File: config.mk
export PLATFORM = sky130hd
export DESIGN_NAME = rosc_odometer_meas_ctrl
export DESIGN_NICKNAME = d
export VERILOG_FILES = /design/src/rtl/rosc_odometer_meas_ctrl_pkg.sv /design/src/rtl/rosc_odometer_meas_ctrl_edge_counter.sv /design/src/rtl/rosc_odometer_meas_ctrl.sv
export SDC_FILE = /design/constraint.sdc
export NUM_CORES = 1
export LEC_CHECK = 0
export CAP_MARGIN = 10
export CELL_PAD_IN_SITES_DETAIL_PLACEMENT = 0
export CELL_PAD_IN_SITES_GLOBAL_PLACEMENT = 2
export CORE_MARGIN = 4
export CORE_UTILIZATION = 32
export CTS_CLUSTER_DIAMETER = 120
export DETAILED_ROUTE_END_ITERATION = 8
export PLACE_DENSITY_LB_ADDON = 0.1
export SLEW_MARGIN = 15
export SYNTH_ARGS = -nofsm -noshare
export SYNTH_HDL_FRONTEND = slang
export SYNTH_SLANG_ARGS = --single-unit
File: constraint.sdc
create_clock -name CLK -period 2.1 [get_ports CLK]
set_input_delay 0.21 -clock CLK [delete_from_list [all_inputs] [get_ports CLK]]
set_output_delay 0.21 -clock CLK [all_outputs]
set_load 0.05 [all_outputs]
File: src/rtl/rosc_odometer_meas_ctrl_pkg.sv
// Shared FSM encoding and default geometry for the ring-oscillator odometer
// measurement controller and its edge-counting datapath.
package rosc_odometer_meas_ctrl_pkg;

  typedef enum logic [2:0] {
    ST_IDLE    = 3'd0,
    ST_STRESS  = 3'd1,
    ST_SETTLE  = 3'd2,
    ST_MEASURE = 3'd3,
    ST_FINISH  = 3'd4
  } state_t;

  localparam int DEF_N_ROSC     = 3;
  localparam int DEF_SEL_W      = 2;
  localparam int DEF_CNT_W      = 16;
  localparam int DEF_WIN_W      = 16;
  localparam int DEF_SETTLE_CYC = 8;

endpackage

File: src/rtl/rosc_odometer_meas_ctrl_edge_counter.sv
// Synchroniser bank, channel select, rising-edge detect and saturating edge
// counter for the selected ring oscillator.
module rosc_edge_counter #(
  parameter int N_ROSC = 3,
  parameter int SEL_W  = 2,
  parameter int CNT_W  = 16
) (
  input  logic              CLK,
  input  logic              RST,
  input  logic              CLR,
  input  logic              EN,
  input  logic [SEL_W-1:0]  SEL,
  input  logic [N_ROSC-1:0] ROSC_OUT,
  output logic [CNT_W-1:0]  CNT,
  output logic              OVF
);

  logic [N_ROSC-1:0] sync1_reg, sync2_reg;
  logic              sel_bit, prev_reg, rise;

  always_ff @(posedge CLK) begin
    if (RST) begin
      sync1_reg <= '0;
      sync2_reg <= '0;
      prev_reg  <= 1'b0;
    end else begin
      sync1_reg <= ROSC_OUT;
      sync2_reg <= sync1_reg;
      // Tracks the selected bit every cycle, so it is already primed when the
      // last settle cycle clears the counter.
      prev_reg  <= sel_bit;
    end
  end

  always_comb begin
    sel_bit = 1'b0;
    for (int i = 0; i < N_ROSC; i++) begin
      if (SEL == SEL_W'(i)) sel_bit = sync2_reg[i];
    end
  end

  assign rise = sel_bit & ~prev_reg;

  // OVF flags an edge that arrived while the count was already at full scale.
  always_ff @(posedge CLK) begin
    if (RST || CLR) begin
      CNT <= '0;
      OVF <= 1'b0;
    end else if (EN && rise) begin
      if (&CNT) OVF <= 1'b1;
      else      CNT <= CNT + 1'b1;
    end
  end

endmodule

File: src/rtl/rosc_odometer_meas_ctrl.sv
// Stress/measure sequencer for stacked ROSC odometer channels: power gating,
// settle timing, windowed edge counting and registered status outputs.
module rosc_odometer_meas_ctrl
  import rosc_odometer_meas_ctrl_pkg::*;
#(
  parameter int N_ROSC     = DEF_N_ROSC,
  parameter int SEL_W      = DEF_SEL_W,
  parameter int CNT_W      = DEF_CNT_W,
  parameter int WIN_W      = DEF_WIN_W,
  parameter int SETTLE_CYC = DEF_SETTLE_CYC
) (
  input  logic              CLK,
  input  logic              RST,
  input  logic              START,
  input  logic              AC_DC,
  input  logic              MEAS_REQ,
  input  logic [SEL_W-1:0]  ROSC_SEL,
  input  logic [WIN_W-1:0]  WIN_LEN,
  input  logic [N_ROSC-1:0] ROSC_OUT,
  output logic [N_ROSC-1:0] PWR_EN,
  output logic [N_ROSC-1:0] EN_ROSC,
  output logic              MEAS_STRESS,
  output logic              STRESS_ACT,
  output logic              BUSY,
  output logic              DONE,
  output logic [CNT_W-1:0]  COUNT,
  output logic              OVF,
  output logic              SEL_ERR
);

  localparam int SET_W = (SETTLE_CYC > 1) ? $clog2(SETTLE_CYC) : 1;

  state_t            state_reg, state_next;
  logic [SEL_W-1:0]  sel_reg, sel_next;
  logic [SET_W-1:0]  settle_cnt_reg;
  logic [WIN_W-1:0]  win_cnt_reg;
  logic              accept, sel_valid, sel_err_next;
  logic              cnt_clr, cnt_en, ovf_raw;
  logic [CNT_W-1:0]  cnt_raw;
  logic [N_ROSC-1:0] onehot_next, pwr_next, en_next;
  logic              meas_next, stress_next;
  logic              ac_dc_unused;

  // The stress mode only matters to the per-channel ROSC control block.
  assign ac_dc_unused = AC_DC;
  assign sel_valid    = 32'(ROSC_SEL) < 32'(N_ROSC);

  always_comb begin
    state_next   = state_reg;
    accept       = 1'b0;
    sel_err_next = 1'b0;
    case (state_reg)
      ST_IDLE, ST_STRESS: begin
        if (MEAS_REQ) begin
          if (sel_valid) begin
            state_next = ST_SETTLE;
            accept     = 1'b1;
          end else begin
            sel_err_next = 1'b1;
          end
        end else begin
          state_next = START ? ST_STRESS : ST_IDLE;
        end
      end
      ST_SETTLE:  if (settle_cnt_reg == '0) state_next = ST_MEASURE;
      ST_MEASURE: if (win_cnt_reg == '0) state_next = ST_FINISH;
      ST_FINISH:  state_next = START ? ST_STRESS : ST_IDLE;
      default:    state_next = ST_IDLE;
    endcase
  end

  assign sel_next = accept ? ROSC_SEL : sel_reg;

  genvar gi;
  generate
    for (gi = 0; gi < N_ROSC; gi++) begin : g_onehot
      assign onehot_next[gi] = (sel_next == SEL_W'(gi));
    end
  endgenerate

  // Output values are decoded from the next state so they line up with it.
  always_comb begin
    pwr_next    = '0;
    en_next     = '0;
    meas_next   = 1'b0;
    stress_next = 1'b0;
    case (state_next)
      ST_STRESS: begin
        pwr_next    = '1;
        stress_next = 1'b1;
      end
      ST_SETTLE, ST_MEASURE: begin
        pwr_next  = onehot_next;
        en_next   = onehot_next;
        meas_next = 1'b1;
      end
      default: ;
    endcase
  end

  assign cnt_clr = (state_reg == ST_SETTLE) && (settle_cnt_reg == '0);
  assign cnt_en  = (state_reg == ST_MEASURE);

  always_ff @(posedge CLK) begin
    if (RST) begin
      state_reg      <= ST_IDLE;
      sel_reg        <= '0;
      settle_cnt_reg <= '0;
      win_cnt_reg    <= '0;
      PWR_EN         <= '0;
      EN_ROSC        <= '0;
      MEAS_STRESS    <= 1'b0;
      STRESS_ACT     <= 1'b0;
      BUSY           <= 1'b0;
      DONE           <= 1'b0;
      COUNT          <= '0;
      OVF            <= 1'b0;
      SEL_ERR        <= 1'b0;
    end else begin
      state_reg <= state_next;
      sel_reg   <= sel_next;
      // A zero-length window is treated as one cycle.
      if (accept) begin
        settle_cnt_reg <= SET_W'(SETTLE_CYC - 1);
        win_cnt_reg    <= (WIN_LEN == '0) ? '0 : WIN_LEN - 1'b1;
      end else if (state_reg == ST_SETTLE) begin
        settle_cnt_reg <= settle_cnt_reg - 1'b1;
      end else if (state_reg == ST_MEASURE) begin
        win_cnt_reg <= win_cnt_reg - 1'b1;
      end
      PWR_EN      <= pwr_next;
      EN_ROSC     <= en_next;
      MEAS_STRESS <= meas_next;
      BUSY        <= meas_next;
      STRESS_ACT  <= stress_next;
      SEL_ERR     <= sel_err_next;
      DONE        <= (state_reg == ST_FINISH);
      if (state_reg == ST_FINISH) begin
        COUNT <= cnt_raw;
        OVF   <= ovf_raw;
      end
    end
  end

  rosc_edge_counter #(
    .N_ROSC(N_ROSC),
    .SEL_W (SEL_W),
    .CNT_W (CNT_W)
  ) u_edge_counter (
    .CLK     (CLK),
    .RST     (RST),
    .CLR     (cnt_clr),
    .EN      (cnt_en),
    .SEL     (sel_reg),
    .ROSC_OUT(ROSC_OUT),
    .CNT     (cnt_raw),
    .OVF     (ovf_raw)
  );

endmodule

==> impl_metrics.ini <==
[route]
drt_iter0_drc = 225
routedWlPerCell_um = 14.39
viasPerCell = 5.136
routed_wl_mm = 9.814
dr_total_vias = 3503
ant_nets = 0
drc = 0
first_pass_iters = 4

[global_route]
grt_pass1_vias = 3323
busiest_layer = met2
grt_overflow = 0
track_usage_pct = 15.69
grt_antenna_before_repair = 0
grt_pass1_wl_mm = 16.42
met1_usage_pct = 21.32
met3_usage_pct = 3.499
grt_start_max_net_pins = 28
use_met2_pct = 24.77

[clock_network]
cts_sinks = 75
clockBufferDepth = 2
clk_latency_ns = 0.33
cts_tree = done
cts_setup_buffers = 0
numCtsBuffers = 9
hold_buffers = 0
clock-root-buffer = clkbuf_16
cts_resized = 0
htreeDepth = 3
clk_pin_slew_ns = 0.06

[worst_setup_path]
worst-setup-path-type = reg -> reg
critical_path_buf_inv_count = 1
r2r_setup_slack_ns = 0.17
critPathArrivalTime_ns = 2.20
cpMaxStageDelayCell = dfxtp_1
end_kind = register
cp_num_cells = 7
critPathTopFamily = simple AND/OR/NAND/NOR gates
ff2ff_path_depth = 7
startpoint_type = register
rr_startpoint = win_cnt_reg[0]
path_common_cell = nor4_4
cp.required_ns = 2.37
crit_chain = inv_1 -> ha_1 -> nand2b_1 -> nor4_4 -> a21oi_2 -> nor4_4 -> o21bai_1
r2r-end = PWR_EN[1]
slowest_delay_ns = 0.35
crit_fanout = 5

[sta]
hold_viol = 0
max_slew_margin_pct = 54.10
finalSetupViolations = 0
rsz0062_at_grt = false
fin_ws_ns = 0.1710
finalCriticalPeriod_ns = 1.929
max_freq_ghz = 0.5184
fin_skew_ns = 0.006019
tightest_slew_ns = 0.6868
slew_violations = 0
setup_tns_ns = 0
fin_crit_sh_pct = 91.86

[yosys]
syn_area_per_cell_um2 = 8.097
yosys_warnings = 0
synth_cells = 456
synth-edff-count = 0
netlist_area_mm2 = 0.003692
synthArstFlopShare_pct = 0
synth_top_area_cell = dfxtp_1
synth-main-ff-cell = dfxtp_1
yosysTopAreaCellShare_pct = 40.66
ys_ff_latch = 75
syn-num-nets = 487
ys_top_cells_by_area = dfxtp_1, a21oi_1, nand2_1
seq_area_frac_synth_pct = 40.66
ys_types = 61

[run_status]
outcome = finished clean

[floorplanning]
num_rows = 38
start_util_pct = 33.33
coreArea_mm2 = 0.01108
dieArea_mm2 = 0.01332
die_w_um = 115.4
die_height_um = 115.4
num_io_pins = 54

[place]
port_buffers = 52
pre_cts_ws_ns = -0.1784
place_hpwl_mm = 7.255
dpl_cell_area_mm2 = 0.004623
gp_congestion = 0.7899

[hold_path]
min_path_cells = 1
hp-class = reg -> reg
min_delay_worst_endpoint = u_edge_counter.sync2_reg[0]
hp-start = u_edge_counter.sync1_reg[0]

[finish]
antenna_cells = 0
synthToLayoutAreaGrowth_pct = 33.79
final_area_mm2 = 0.004940
layout_common_cells = dfxtp_1, nand2_1, clkdlybuf4s50_1
nets = 569
postLayoutCoreUtil_pct = 44.59
drive_above_1_share_pct = 13.47
final_common_cell = dfxtp_1

[power]
p_per_area_mw_per_mm2 = 798.4
ir_worst_vdd_mv = 0.4797
power_mw = 3.944
leakage_nw = 1.797

[job]
cap_violations = 0
stage by stage:
| step | hold WS [ns] | instances |
|---|---|---|
| global placement | 0.4261 | 667 |
| CTS | 0.4471 | 682 |
| floorplan | 0.3382 | 456 |
| detailed placement | 0.4272 | 667 |
| finish | 0.4439 | 682 |
| global route | 0.4651 | 682 |
report_power, final:
group          switching (mW)  leakage (nW)  total (mW)  internal [mW]
clock                   0.574         0.154        1.63           1.06
combinational           0.423          1.03       0.768          0.345
sequential             0.0494         0.611        1.54           1.49
total                    1.05          1.80        3.94           2.90
worst max path at each step:
stage,end,from,slack [ns]
finish,PWR_EN[1],win_cnt_reg[0],0.17
global route,PWR_EN[0],win_cnt_reg[0],0.01
CTS,PWR_EN[0],win_cnt_reg[0],0.17
detailed placement,win_cnt_reg[0],WIN_LEN[0],-0.18
global placement,win_cnt_reg[10],WIN_LEN[0],-0.14
floorplan,PWR_EN[0],win_cnt_reg[2],0.23
area by class of cell:
cell class	count	area, um2
fill	1126	6138
multi-input combinational	340	2023
sequential	75	1501
timing repair buffer	96	863.3
clock buffer	10	239.0
tap	140	175.2
clock inverter	5	77.57
inverter	16	60.06
metal layers:
layer | vias up | wire length, um
met1 | 1624 | 4808
met5 | - | 0
met3 | 7 | 440
li1 | 1807 | -
met4 | 0 | 131
met2 | 65 | 4433
kinds of logic after synthesis:
group / after synthesis / synth area share, %
simple gates: 190 / 27.31
buf+inv: 41 / 4.541
flops: 75 / 40.66
compound gates: 123 / 20.40
fa+ha+maj: 5 / 1.694
mux: 4 / 1.118
xor+xnor: 18 / 4.270
worst register-to-register path, cell delays in order, from the launching register on:
cell and delay [ns]:
dfxtp_1 0.35, inv_1 0.11, ha_1 0.27, nand2b_1 0.18, nor4_4 0.32, a21oi_2 0.14, nor4_4 0.34, o21bai_1 0.15
cell usage after synthesis, types with 3 or more instances:
master     n
o21ai_0   26
clkbuf_1  18
nor4_1     7
a21o_1     4
nor2b_1    9
o21bai_1   3
nand3_1   11
dfxtp_1   75
nand4_1   10
nor3_1    14
xnor2_1   11
a211oi_1   3
a21oi_1   49
nand2_1   60
nand2b_1   4
nor2_1    37
or4_1      5
o31ai_1    5
a31oi_1    7
mux2i_1    3
xor2_1     7
o211ai_1   3
buf_2      5
nand4b_1   3
or3_1      6
nand3b_1   5
inv_1     16
ha_1       5
No activity file was read; power rests on OpenSTA's default activity.
